==> config.mk <==
export PLATFORM = sky130hd
export DESIGN_NAME = tea_block_packer
export DESIGN_NICKNAME = d
export VERILOG_FILES = /design/src/rtl/tea_pkg.sv /design/src/rtl/tea_hdr_check.sv /design/src/rtl/tea_block_packer.sv
export SDC_FILE = /design/constraint.sdc
export NUM_CORES = 1
export LEC_CHECK = 0
export ABC_AREA = 0
export CORE_MARGIN = 2
export CORE_UTILIZATION = 50
export CTS_CLUSTER_DIAMETER = 80
export CTS_CLUSTER_SIZE = 30
export DETAILED_ROUTE_END_ITERATION = 8
export HOLD_SLACK_MARGIN = 0.15
export PLACE_DENSITY = 0.74
export SETUP_SLACK_MARGIN = 0.5
export SKIP_LAST_GASP = 1
export SYNTH_ARGS = -nofsm -noshare
export SYNTH_HDL_FRONTEND = slang
export SYNTH_SLANG_ARGS = --single-unit
==> constraint.sdc <==
create_clock -name clk -period 3.6 [get_ports clk]
set_input_delay 0.72 -clock clk [delete_from_list [all_inputs] [get_ports clk]]
set_output_delay 0.72 -clock clk [all_outputs]
set_load 0.1 [all_outputs]
==> src/rtl/tea_pkg.sv <==
// rtl/tea_pkg.sv - shared constants, header helper and FSM state type for the TEA framer
package tea_pkg;

    localparam logic [31:0] PDF_PLAIN_HEADER_1     = 32'h2550_4446;
    localparam logic [31:0] PDF_PLAIN_HEADER_2     = 32'h2d31_2e36;
    localparam logic [31:0] PDF_ENCRYPTED_HEADER_1 = 32'h42c3_7893;
    localparam logic [31:0] PDF_ENCRYPTED_HEADER_2 = 32'hfbc2_d912;
    localparam logic [31:0] DELTA                  = 32'h9e37_79b9;
    localparam logic [31:0] DECRYPT_SUM_0          = 32'hc6ef_3720;

    typedef enum logic [1:0] {IDLE, FILL, FLUSH} state_t;

    // Encrypting consumes plaintext, so it expects the plain "%PDF-1.6" header.
    function automatic logic [63:0] hdr_const(input logic encrypt);
        return encrypt ? {PDF_PLAIN_HEADER_1, PDF_PLAIN_HEADER_2}
                       : {PDF_ENCRYPTED_HEADER_1, PDF_ENCRYPTED_HEADER_2};
    endfunction

endpackage

==> src/rtl/tea_hdr_check.sv <==
// rtl/tea_hdr_check.sv - registered first-block header compare, result aligned with blk_valid
module tea_hdr_check
    import tea_pkg::*;
#(
    parameter bit CHECK_HDR = 1'b1
) (
    input  logic        clk,
    input  logic        rst,
    input  logic        ena,
    input  logic        load,
    input  logic        first,
    input  logic        encrypt,
    input  logic [63:0] data,
    input  logic [2:0]  pad,
    output logic        hdr_valid,
    output logic        hdr_ok
);

    logic pend;

    always_ff @(posedge clk or negedge rst) begin
        if (!rst) begin
            pend   <= 1'b0;
            hdr_ok <= 1'b0;
        end else if (ena) begin
            pend <= CHECK_HDR && load && first;
            if (load && first)
                hdr_ok <= CHECK_HDR && (pad == 3'd0) && (data == hdr_const(encrypt));
        end
    end

    // A pending pulse is held off while ena is low.
    assign hdr_valid = pend && ena;

endmodule

==> src/rtl/tea_block_packer.sv <==
// rtl/tea_block_packer.sv - packs a byte stream into 64-bit TEA blocks with padding and mode latch
module tea_block_packer
    import tea_pkg::*;
#(
    parameter bit         MSB_FIRST = 1'b1,
    parameter logic [7:0] PAD_BYTE  = 8'h00,
    parameter bit         CHECK_HDR = 1'b1
) (
    input  logic        clk,
    input  logic        rst,
    input  logic        ena,
    input  logic        encrypt,
    input  logic [7:0]  in_data,
    input  logic        in_valid,
    input  logic        in_last,
    output logic        in_ready,
    output logic [63:0] blk_data,
    output logic        blk_valid,
    output logic        blk_last,
    output logic [2:0]  blk_pad,
    output logic        blk_encrypt,
    output logic        hdr_valid,
    output logic        hdr_ok
);

    state_t      state, state_nxt;
    logic [2:0]  cnt;
    logic [55:0] sh;
    logic        mode_q, first_q, blk_pend;
    logic        accept, complete, cur_mode, is_first;
    logic [63:0] full, msb_blk, lane_blk;

    assign in_ready = ena && (state != FLUSH);
    assign accept   = in_valid && in_ready;
    assign complete = accept && ((cnt == 3'd7) || in_last);
    assign cur_mode = (state == IDLE) ? encrypt : mode_q;
    assign is_first = (state == IDLE) || first_q;
    assign full     = {sh, in_data};

    // Byte j of the block (arrival order) lands in the j-th most significant lane.
    always_comb begin
        msb_blk  = '0;
        lane_blk = '0;
        for (int j = 0; j < 8; j++) begin
            if (j <= int'(cnt))
                msb_blk[63-8*j -: 8] = full[8*(int'(cnt)-j) +: 8];
            else
                msb_blk[63-8*j -: 8] = PAD_BYTE;
        end
        for (int j = 0; j < 8; j++)
            lane_blk[8*j +: 8] = msb_blk[63-8*j -: 8];
    end

    always_ff @(posedge clk or negedge rst) begin
        if (!rst) state <= IDLE;
        else      state <= state_nxt;
    end

    always_comb begin
        state_nxt = state;
        case (state)
            IDLE:    if (accept) state_nxt = in_last ? FLUSH : FILL;
            FILL:    if (accept && in_last) state_nxt = FLUSH;
            FLUSH:   if (ena) state_nxt = IDLE;
            default: state_nxt = IDLE;
        endcase
    end

    always_ff @(posedge clk or negedge rst) begin
        if (!rst) begin
            cnt         <= 3'd0;
            sh          <= '0;
            mode_q      <= 1'b0;
            first_q     <= 1'b0;
            blk_pend    <= 1'b0;
            blk_data    <= '0;
            blk_last    <= 1'b0;
            blk_pad     <= 3'd0;
            blk_encrypt <= 1'b0;
        end else begin
            if (ena)
                blk_pend <= complete;
            if (accept) begin
                cnt     <= complete ? 3'd0 : cnt + 3'd1;
                sh      <= complete ? '0 : {sh[47:0], in_data};
                first_q <= is_first && !complete;
                if (state == IDLE)
                    mode_q <= encrypt;
            end
            if (complete) begin
                blk_data    <= MSB_FIRST ? msb_blk : lane_blk;
                blk_last    <= in_last;
                blk_pad     <= 3'd7 - cnt;
                blk_encrypt <= cur_mode;
            end
        end
    end

    assign blk_valid = blk_pend && ena;

    tea_hdr_check #(.CHECK_HDR(CHECK_HDR)) u_hdr_check (
        .clk       (clk),
        .rst       (rst),
        .ena       (ena),
        .load      (complete),
        .first     (is_first),
        .encrypt   (cur_mode),
        .data      (msb_blk),
        .pad       (3'd7 - cnt),
        .hdr_valid (hdr_valid),
        .hdr_ok    (hdr_ok)
    );

endmodule

==> results of run 1 <==
==> routing by layer <==
| metal | track usage | vias to the layer above | share of wire |
|---|---|---|---|
| met5 | 0 | - | 0 |
| met4 | 0.136 | 0 | 0.040 |
| met3 | 0.0682 | 96 | 0.11 |
| met2 | 0.436 | 536 | 0.46 |
| met1 | 0.400 | 3606 | 0.39 |
| li1 | - | 3030 | - |
==> cells by family after synthesis <==
group | count (synthesis) | synth area share
simple gates | 203 | 0.105
compound gates | 156 | 0.128
mux | 153 | 0.319
flops | 135 | 0.388
buf+inv | 71 | 0.0403
fa+ha+maj | 14 | 0.0201
==> flip-flops by register name (all words and copies together), names as in the netlist <==
signal and cells:
blk_data 64, blk_encrypt 1, blk_last 1, blk_pad 3, blk_pend 1, cnt 3, first_q 1, mode_q 1
sh 56, state 2, u_hdr_check.hdr_ok 1, u_hdr_check.pend 1
==> worst max-delay path, delay by kind of cell (launching register included) <==
family                     cells  cell delay, ns
AOI/OAI and AO/OA              4            0.95
buffers and inverters          2            0.65
and+or+nand+nor                2            0.70
adders and majority gates      1            0.34
DFF                            1            0.39
==> power groups by stage <==
stage / Sequential, mW / Clock (mW) / Combinational (mW)
after floorplan: 2.37 / 0 / 1.64
after global placement: 1.83 / 0 / 2.73
after detailed placement: 1.84 / 0 / 2.78
after CTS: 1.82 / 1.71 / 2.92
after global routing: 1.84 / 1.78 / 3.23
final: 1.82 / 1.70 / 3.10
==> how the worst min path moves through the flow <==
stage | start | end | slack, ns | cells past startpoint
global placement | blk_data[38] | blk_data[38] | 0.46 | 2
floorplan | rst | blk_data[0] | 0.42 | 0
CTS | rst | blk_data[39] | 0.26 | 1
finish | rst | blk_data[39] | 0.26 | 1
global route | rst | blk_data[39] | 0.29 | 1
detailed placement | blk_data[47] | blk_data[47] | 0.47 | 2
==> cells in the mapped netlist, types with 5 or more instances <==
master / number / area share
dfrtp_1: 135 / 0.39
nand2_1: 119 / 0.051
mux4_2: 92 / 0.24
a22o_1: 71 / 0.071
o21ai_0: 51 / 0.029
mux2i_1: 38 / 0.044
clkbuf_1: 34 / 0.015
nor2_1: 28 / 0.012
mux2_2: 19 / 0.025
ha_1: 14 / 0.020
a21oi_1: 12 / 0.0069
buf_2: 10 / 0.0058
inv_1: 9 / 0.0039
buf_4: 8 / 0.0069
nand3_1: 8 / 0.0046
nand4_1: 8 / 0.0058
and2_1: 5 / 0.0036
nor4_1: 5 / 0.0036
or3_1: 5 / 0.0036
==> layout make-up <==
cell class,instances,share of cell area
clock buffers,19,0.0422
repair buffers,135,0.127
multi-input cells,526,0.475
clock inverters,13,0.0113
well taps,225,0.0262
inverters,10,0.00419
flip-flops and latches,135,0.315
==> stage by stage <==
| stage | util | total power [mW] | hold slack [ns] | area, um2 | instances |
|---|---|---|---|---|---|
| 2_1_floorplan | - | 4.01 | 0.424 | 8830 | 732 |
| 6_report | 0.625 | 6.62 | 0.258 | 10700 | 1063 |
| 3_5_place_dp | 0.573 | 4.62 | 0.469 | 9840 | 1011 |
| 4_1_cts | 0.614 | 6.45 | 0.262 | 10500 | 1049 |
| 3_3_place_gp | 0.573 | 4.56 | 0.458 | 9840 | 1011 |
| 5_1_grt | 0.625 | 6.85 | 0.292 | 10700 | 1063 |
==> layout by cell type, fill, tap and decap left out, drive strengths merged, types with 3 or more instances in the layout <==
cell type	n
a21oi	12
a221oi	3
a22o	71
a22oi	3
and2	6
buf	53
clkbuf	19
clkdlybuf4s50	82
clkinv	6
clkinvlp	4
dfrtp	135
ha	14
inv	12
mux2	19
mux2i	38
mux4	96
nand2	119
nand2b	4
nand3	8
nand4	8
nor2	28
nor3	4
nor3b	4
nor4	5
o21ai	52
o22ai	3
or3	5
==> repair_timing <==
item                                    in CTS  in global routing
endpoints found under the setup margin       1                  1
pin swaps                                    3                  4
setup buffers                                6                 14
gates resized for setup                      8                 14
==> impl_results.md, run 1 <==
- Die X: 136 um
- Async S/R FF share, synth: 1.00
- Final setup violation count: 0
- Peak VDD IR: 0.419 mV
- Worst-Skew Late Latency: 0.43 ns
- CTS clock-pin slew for the worst setup and hold paths: 0.06 ns
- Initial antenna violation count: 0
- Top_reg_cell synth: dfrtp_1
- Final Max Tran Viols: 0
- Peak Freq: 321 MHz
- Total Die Area: 18500 um2
- TritonCTS Buffers: 17
- Core area: 17200 um2
- Startpoint of the worst register-to-register path: cnt[2]
- RSZ-0062 raised after global routing: false
- Worst r2r dst: u_hdr_check.hdr_ok
- CP endpoint: u_hdr_check.hdr_ok
- Syn-to-layout area delta: 23.5%
- DRT Wirelength: 25900 um
- Post-route setup slack: 0.485 ns
- Diodes inserted: 0
- Share of power burned in registers: 0.276
- P per Cell Area: 616 nW/um2
- Critical path capture point type: flip-flop
- Seq/Total Area, Yosys: 0.388
- Least-Margin Pin Slew: 1.01 ns
- Psw: 2.70 mW
- Critical Path Start: cnt[2]
- CTS tree: yes
- CTS max path bufs: 2
- FF+latch area: 3380 um2
- Gate power share: 0.468
- Gr ovfl total: 0
- Synth Instances: 732
- Placer Congestion: 0.935
- Multi-input gate area: 5100 um2
- Fill count: 1310
- CTS Hold Bufs: 0
- Hpwl dp: 17600 um
- FF-to-FF path depth: 9
- Mapped Nets: 760
- DRT Pass-1 Iters: 6
- Crit path arrival time: 3.46 ns
- Internal power: 3.92 mW
- Vias in the first global route: 7006
- Hold Vio Cnt, Final: 0
- Hold Crit Class: input pin to asynchronous set/reset pin
- Final routed DRC violation total: 0
- Startpoint class of the critical path: flip-flop
- Clock Skew: 0.00987 ns
- Starting DRT DRC Count: 986
- Max-cap violations: 0
- Clock power frac: 0.256
- Largest net degree at the start of global routing: 70
- Max stage delay on crit path: 0.58 ns
- H-Tree Depth: 4
- Distinct cell type count after synthesis: 51
- Mean post-synth cell area: 11.9 um2
- GR Util All Layers: 0.290
- Post-synth EDFFs: 0
- Slew headroom: 0.327
- Routed vias: 7268
- Dpl ws: 0.202 ns
- Initial Util: 0.506
- CTS Sinks: 135
- Total negative slack: 0 ns
- Status: finished clean
- Worst-path fanout max: 24
- Port Buf Inserts: 86
- Slowest CP cell: or4_1
- Warnings from Yosys: 0
- Leakage power: 4.38 nW
- Yosys reg bits: 135
- Required @ worst endpoint: 3.94 ns
- Crit-path cells: buf_4 -> ha_1 -> inv_1 -> a221oi_1 -> o21ai_1 -> or4_1 -> nor2_1 -> o21ai_0 -> o31ai_1
- Flop-to-flop setup slack: 0.48 ns
- Drt wl/cell: 24.4 um
- Post-Synthesis Cell Area: 8700 um2
- Vias/cell: 6.84
- IO Count: 87
- Share of cells above drive strength 1: 0.265
- Fin crit period: 3.12 ns
- Fin nets: 853
- Root buf cell: clkbuf_16
- Die Y: 136 um
- Remaining antenna violation count: 0
- Fin crit share: 0.865
- Row count: 48
- First-pass GRT wire length: 40400 um
- Setup CP Type: flip-flop to flip-flop
- Switching power share of the total: 0.407
Note: power is estimated with default switching activity, not from simulation.
==> run 2: changes to the inputs <==
--- a/config.mk
+++ b/config.mk
@@ -6,13 +6,14 @@
 export NUM_CORES = 1
 export LEC_CHECK = 0
 export ABC_AREA = 0
+export CORE_ASPECT_RATIO = 0.75
 export CORE_MARGIN = 2
-export CORE_UTILIZATION = 50
+export CORE_UTILIZATION = 53
 export CTS_CLUSTER_DIAMETER = 80
 export CTS_CLUSTER_SIZE = 30
 export DETAILED_ROUTE_END_ITERATION = 8
 export HOLD_SLACK_MARGIN = 0.15
-export PLACE_DENSITY = 0.74
+export PLACE_DENSITY = 0.78
 export SETUP_SLACK_MARGIN = 0.5
 export SKIP_LAST_GASP = 1
 export SYNTH_ARGS = -nofsm -noshare
==> run 2 against run 1 <==
  * Global-route usage rose by 2.8 points
  * Final area grew 3.4%
  * Register-to-register slack barely moved
  * Worst hold slack improved by 0.010 ns
  * Clock skew increased by 0.0037 ns
  * Non-clock buffer count increased by 20
  * Clock power rose by 9%
  * Combinational power up 8.7%
  * Critical path type unchanged
  * Critical endpoint unchanged
  * Largest cell class unchanged
  * Largest power group unchanged
==> impl_results.md, run 2 (synthesized netlist as in run 1, its figures left out) <==
- Status: finished clean
- FF-to-FF path depth: 12 (+3)
- Cell Count Post-Placement: 1006 (-0.49%)
- Startpoint class of the critical path: flip-flop
- Hold Crit Class: input pin to asynchronous set/reset pin
- Setup CP Type: flip-flop to flip-flop
- Slew headroom: 0.235 (-0.0920)
- Max-cap violations: 0 (unchanged)
- Total Die Area: 17500 um2 (-5.4%)
- Gr ovfl total: 0 (unchanged)
- Remaining antenna violation count: 0 (unchanged)
- Port Buf Inserts: 86 (unchanged)
- Hpwl dp: 18600 um (+5.9%)
- Row count: 40 (-17%)
- Hold Vio Cnt, Final: 0 (unchanged)
- Hold Slack: 0.269 ns (+0.0102 ns)
- Worst-path fanout max: 13 (-46%)
- Largest net degree at the start of global routing: 63 (-10%)
- Clock Skew: 0.0135 ns (+0.00367 ns)
- Fin crit period: 3.12 ns (+0.000235 ns)
- Crit path arrival time: 3.46 ns (about the same)
- P per Cell Area: 635 nW/um2 (+3.0%)
- Initial antenna violation count: 0 (unchanged)
- Fin nets: 873 (+2.3%)
- Fin crit share: 0.865 (about the same)
- Starting DRT DRC Count: 1003 (+1.7%)
- Final routed DRC violation total: 0 (unchanged)
- Least-Margin Pin Slew: 1.14 ns (+0.137 ns)
- Util after Layout: 0.693 (+0.0679)
- CTS tree: yes
- CTS Hold Bufs: 0 (unchanged)
- CTS Sinks: 135 (unchanged)
- IO Count: 87 (unchanged)
- Startpoint of the worst register-to-register path: cnt[1]
- GR Util All Layers: 0.318 (+0.0283)
- Die Y: 115 um (-15%)
- DRT Pass-1 Iters: 5 (-1)
- WL met1: 11100 um (+9.2%)
- Worst r2r dst: u_hdr_check.hdr_ok
- Dpl ws: 0.192 ns (-0.0102 ns)
- Share of cells above drive strength 1: 0.296 (+0.0311)
- Most common cell after layout, fill and taps aside: dfrtp_1
- Fill count: 1100 (-16%)
- CTS max path bufs: 2 (unchanged)
- Commonest non-fill, non-tap cells in the layout: dfrtp_1 (133), nand2_1 (118), mux4_2 (92)
- H-Tree Depth: 4 (unchanged)
- Max FFs per register: 64 (unchanged)
- Core area: 16000 um2 (-6.8%)
- Worst-Skew Late Latency: 0.44 ns (about the same)
- Vias/cell: 6.94 (+1.5%)
- First-pass GRT wire length: 42400 um (+4.8%)
- Diodes inserted: 0 (unchanged)
- Leakage power: 4.54 nW (+3.8%)
- Root buf cell: clkbuf_16
- Flop-to-flop setup slack: 0.48 ns (about the same)
- Initial Util: 0.543 (+0.0367)
- Vias in the first global route: 6931 (-1.1%)
- Post-route insts no fill: 1068 (+0.47%)
- Post-route setup slack: 0.485 ns (-0.000235 ns)
- Routed vias: 7410 (+2.0%)
- Metal2 WL: 12200 um (+2.3%)
- Final setup violation count: 0 (unchanged)
- Placer Congestion: 0.965 (+3.2%)
- DRT Wirelength: 27400 um (+5.6%)
- RSZ-0062 raised after global routing: false
- TritonCTS Buffers: 17 (unchanged)
- Die X: 152 um (+12%)
- Peak Freq: 321 MHz (about the same)
- Total negative slack: 0 ns (unchanged)
- Drt wl/cell: 25.6 um (+5.2%)
- DR WL met3: 3330 um (+18%)
- CTS clock-pin slew for the worst setup and hold paths: 0.07 ns (about the same)
- Critical path capture point type: flip-flop
- Final Max Tran Viols: 0 (unchanged)
- Biggest regs: blk_data (64), sh (56)
- Required @ worst endpoint: 3.94 ns (about the same)
- Largest Register: blk_data
- Top Layer Used: met4
- Peak VDD IR: 0.447 mV (+6.7%)
- Syn-to-layout area delta: 27.7%
-- run 2: stage by stage --
step | power (mW) | cell area, um2
after floorplan | 4.01 | 8830
after global placement | 4.67 | 9920
after detailed placement | 4.73 | 9920
after CTS | 6.78 | 10800
after global routing | 7.29 | 11100
final | 7.05 | 11100
-- run 2: layout make-up --
class,count,area [um2],area share
clock buffers,17,425,0.0383
flip-flops and latches,135,3380,0.304
repair buffers,155,1570,0.141
inverters,10,45.0,0.00406
clock inverters,15,204,0.0184
multi-input cells,526,5220,0.470
well taps,210,263,0.0237
-- run 2: where the power goes --
| group | internal [mW] | leakage, nW | switching (mW) |
|---|---|---|---|
| clock network | 1.07 | 0.308 | 0.792 |
| logic | 1.41 | 2.40 | 1.95 |
| registers | 1.65 | 1.84 | 0.166 |
-- run 2: repair_timing --
action	4_1_cts	5_1_grt
setup endpoints to repair	1	2
cloned	0	1
setup buffers	13	16
pin swaps	2	13
gates resized for setup	10	36
-- run 2: metal layers --
| layer | vias up | GRT usage |
|---|---|---|
| li1 | 3068 | - |
| met1 | 3734 | 0.462 |
| met2 | 544 | 0.466 |
| met3 | 64 | 0.0976 |
| met5 | - | 0 |
| met4 | 0 | 0.0953 |
-- run 2: worst max path at each step --
stage / start / to / slack (ns) / cells past startpoint
after floorplan: cnt[1] / u_hdr_check.hdr_ok / 0.37 / 15
after global placement: in_data[4] / u_hdr_check.hdr_ok / 0.29 / 8
after detailed placement: cnt[1] / u_hdr_check.hdr_ok / 0.19 / 11
after CTS: cnt[1] / u_hdr_check.hdr_ok / 0.51 / 10
after global routing: cnt[1] / u_hdr_check.hdr_ok / 0.44 / 12
final: cnt[1] / u_hdr_check.hdr_ok / 0.48 / 12
-- run 2: worst max-delay path: stages (launching register included) --
cell,delay (ns)
dfrtp_2,0.39
buf_4,0.17
ha_1,0.19
inv_2,0.06
ha_4,0.29
buf_8,0.16
mux4_2,0.32
mux2i_2,0.36
nand4_1,0.17
nor4_1,0.30
nand3_1,0.12
o32a_1,0.24
o31ai_2,0.24
==> run 3: changes to the inputs <==
--- a/config.mk
+++ b/config.mk
@@ -8,14 +8,12 @@
 export ABC_AREA = 0
 export CORE_ASPECT_RATIO = 0.75
 export CORE_MARGIN = 2
-export CORE_UTILIZATION = 53
+export CORE_UTILIZATION = 30
 export CTS_CLUSTER_DIAMETER = 80
 export CTS_CLUSTER_SIZE = 30
 export DETAILED_ROUTE_END_ITERATION = 8
 export HOLD_SLACK_MARGIN = 0.15
-export PLACE_DENSITY = 0.78
 export SETUP_SLACK_MARGIN = 0.5
-export SKIP_LAST_GASP = 1
 export SYNTH_ARGS = -nofsm -noshare
 export SYNTH_HDL_FRONTEND = slang
 export SYNTH_SLANG_ARGS = --single-unit
==> run 3 against run 2 <==
  * Via count down 1.7%
  * Count of clock-buffer cells in the layout increased by 2
  * Cell count increased by 17%
  * Global-route usage down 13 points
  * Wire length grew 4.8%
  * Worst hold slack lost 0.019 ns
  * Sequential share of layout area is 0.50 points lower
  * Clock skew shrank 0.0047 ns
  * Register-to-register slack improved by 0.08 ns
  * Largest cell class unchanged
  * Combinational power about the same
==> impl_results.md, run 3 (synthesized netlist as in run 1, its figures left out) <==
- Crit path arrival time: 3.38 ns (-0.08 ns)
- Total Die Area: 30400 um2 (+74%)
- Util after Layout: 0.400 (-0.294)
- Most common cell after layout, fill and taps aside: dfrtp_1
- Required @ worst endpoint: 3.95 ns (about the same)
- Hold Crit Class: input pin to asynchronous set/reset pin
- Initial Util: 0.308 (-0.235)
- Remaining antenna violation count: 0 (unchanged)
- Slowest CP cell: dfrtp_2
- CTS max path bufs: 2 (unchanged)
- Fin nets: 876 (+0.34%)
- Total negative slack: 0 ns (unchanged)
- Crit-path most repeated cell: nand4_1
- CTS Sinks: 135 (unchanged)
- Leakage power: 4.54 nW (-0.10%)
- Largest net degree at the start of global routing: 64 (+1.6%)
- Core area: 28200 um2 (+76%)
- CTS tree: yes
- Post-route setup slack: 0.567 ns (+0.0821 ns)
- Biggest regs: blk_data (64), sh (56)
- Startpoint class of the critical path: flip-flop
- Starting DRT DRC Count: 1042 (+3.9%)
- Share of cells above drive strength 1: 0.302 (+0.00594)
- Drt wl/cell: 23.0 um (-10%)
- Commonest non-fill, non-tap cells in the layout: dfrtp_1 (133), nand2_1 (117), mux4_2 (92)
- Hold Vio Cnt, Final: 0 (unchanged)
- Placer Congestion: 0.929 (-3.7%)
- Fill count: 2682 (+140%)
- Critical path capture point type: flip-flop
- GR Util All Layers: 0.190 (-0.128)
- Die X: 201 um (+32%)
- Post-route insts no fill: 1246 (+17%)
- Crit-path cells: clkinvlp_4 -> buf_4 -> ha_4 -> buf_12 -> mux4_1 -> mux2_4 -> nor2_1 -> nand4_1 -> a2111oi_4 -> nand4_1 -> o31ai_1
- Root buf cell: clkbuf_16
- Setup CP Type: flip-flop to flip-flop
- Fin crit share: 0.843 (-0.0228)
- Final Max Tran Viols: 0 (unchanged)
- Initial antenna violation count: 0 (unchanged)
- Vias in the first global route: 6663 (-3.9%)
- FF-to-FF path depth: 11 (-1)
- Startpoint of the worst register-to-register path: cnt[1]
- Row count: 53 (+33%)
- Least-Margin Pin Slew: 0.986 ns (-0.157 ns)
- CTS clock-pin slew for the worst setup and hold paths: 0.06 ns (about the same)
- DRT Pass-1 Iters: 5 (unchanged)
- Diodes inserted: 0 (unchanged)
- IO Count: 87 (unchanged)
- Dpl ws: 0.277 ns (+0.0850 ns)
- Clock Skew: 0.00887 ns (-0.00466 ns)
- Max FFs per register: 64 (unchanged)
- Peak VDD IR: 0.342 mV (-24%)
- Cell Count Post-Placement: 1182 (+17%)
- Peak Freq: 330 MHz (+2.7%)
- First-pass GRT wire length: 43200 um (+2.0%)
- Routed vias: 7285 (-1.7%)
- Die Y: 151 um (+32%)
- Worst r2r dst: u_hdr_check.hdr_ok
- Final setup violation count: 0 (unchanged)
- DRT Wirelength: 28700 um (+4.8%)
- Max stage delay on crit path: 0.44 ns (+0.05 ns)
- Worst-path fanout max: 8 (-5)
- Port Buf Inserts: 86 (unchanged)
- Syn-to-layout area delta: 29.8%
- P per Cell Area: 616 nW/um2 (-3.0%)
- RSZ-0062 raised after global routing: false
- Status: finished clean
- CTS Hold Bufs: 0 (unchanged)
- Hpwl dp: 19600 um (+5.4%)
- Largest Register: blk_data
- Gr ovfl total: 0 (unchanged)
- Final routed DRC violation total: 0 (unchanged)
- TritonCTS Buffers: 17 (unchanged)
- Max-cap violations: 0 (unchanged)
- H-Tree Depth: 4 (unchanged)
- Flop-to-flop setup slack: 0.57 ns (+0.08 ns)
- Fin crit period: 3.03 ns (-0.0821 ns)
- Vias/cell: 5.85 (-16%)
- Slew headroom: 0.340 (+0.105)
- Worst-Skew Late Latency: 0.44 ns (about the same)
-- run 3: worst max-delay path: cells and delay by family (launching register included) --
family / cells / cell delay [ns]
adder cells (fa/ha/maj): 1 / 0.31
flip-flops: 1 / 0.44
buffers and inverters: 3 / 0.48
multiplexers: 2 / 0.60
AO/OA/AOI/OAI: 2 / 0.68
AND/OR/NAND/NOR: 3 / 0.42
-- run 3: layer usage --
metal	part of all wire	GRT usage	vias to the layer above
met2	0.41	0.254	454
li1	-	-	3081
met3	0.12	0.0740	51
met4	0.021	0.0533	2
met1	0.44	0.279	3697
met5	0.0028	0.0211	-
-- run 3: how the worst max path moves through the flow --
| stage | startpoint | endpoint | slack, ns | cells past startpoint |
|---|---|---|---|---|
| after global routing | cnt[1] | u_hdr_check.hdr_ok | 0.46 | 11 |
| after global placement | in_data[0] | u_hdr_check.hdr_ok | 0.28 | 7 |
| after detailed placement | in_data[0] | u_hdr_check.hdr_ok | 0.28 | 7 |
| final | cnt[1] | u_hdr_check.hdr_ok | 0.57 | 11 |
| after floorplan | cnt[1] | u_hdr_check.hdr_ok | 0.37 | 15 |
| after CTS | cnt[1] | u_hdr_check.hdr_ok | 0.50 | 12 |
-- run 3: area by class of cell --
type,instances,area (um2),area share
Clock buffer,19,453,0.0401
Clock inverter,13,144,0.0127
Tap cell,385,482,0.0427
Multi-Input combinational cell,526,5200,0.461
Inverter,10,41.3,0.00366
Sequential cell,135,3380,0.299
Timing Repair Buffer,158,1590,0.140
-- run 3: timing repair --
item / CTS / global route
pin swaps: 2 / 12
cloned: 2 / 1
setup buffers: 11 / 18
gates resized for setup: 6 / 40
setup endpoints to repair: 1 / 1
hold endpoints to repair: 0 / 0
-- run 3: stage by stage --
step	hold slack, ns	instance area (um2)	power, mW
global route	0.288	11300	7.21
global placement	0.457	10200	4.71
detailed placement	0.463	10200	4.74
finish	0.249	11300	6.95
CTS	0.269	10900	6.70
floorplan	0.424	8830	4.01
-- run 3: power by group --
part / leakage, nW / internal [mW] / switching (mW)
Combinational: 2.42 / 1.41 / 1.94
Clock: 0.282 / 1.06 / 0.713
Sequential: 1.84 / 1.66 / 0.172
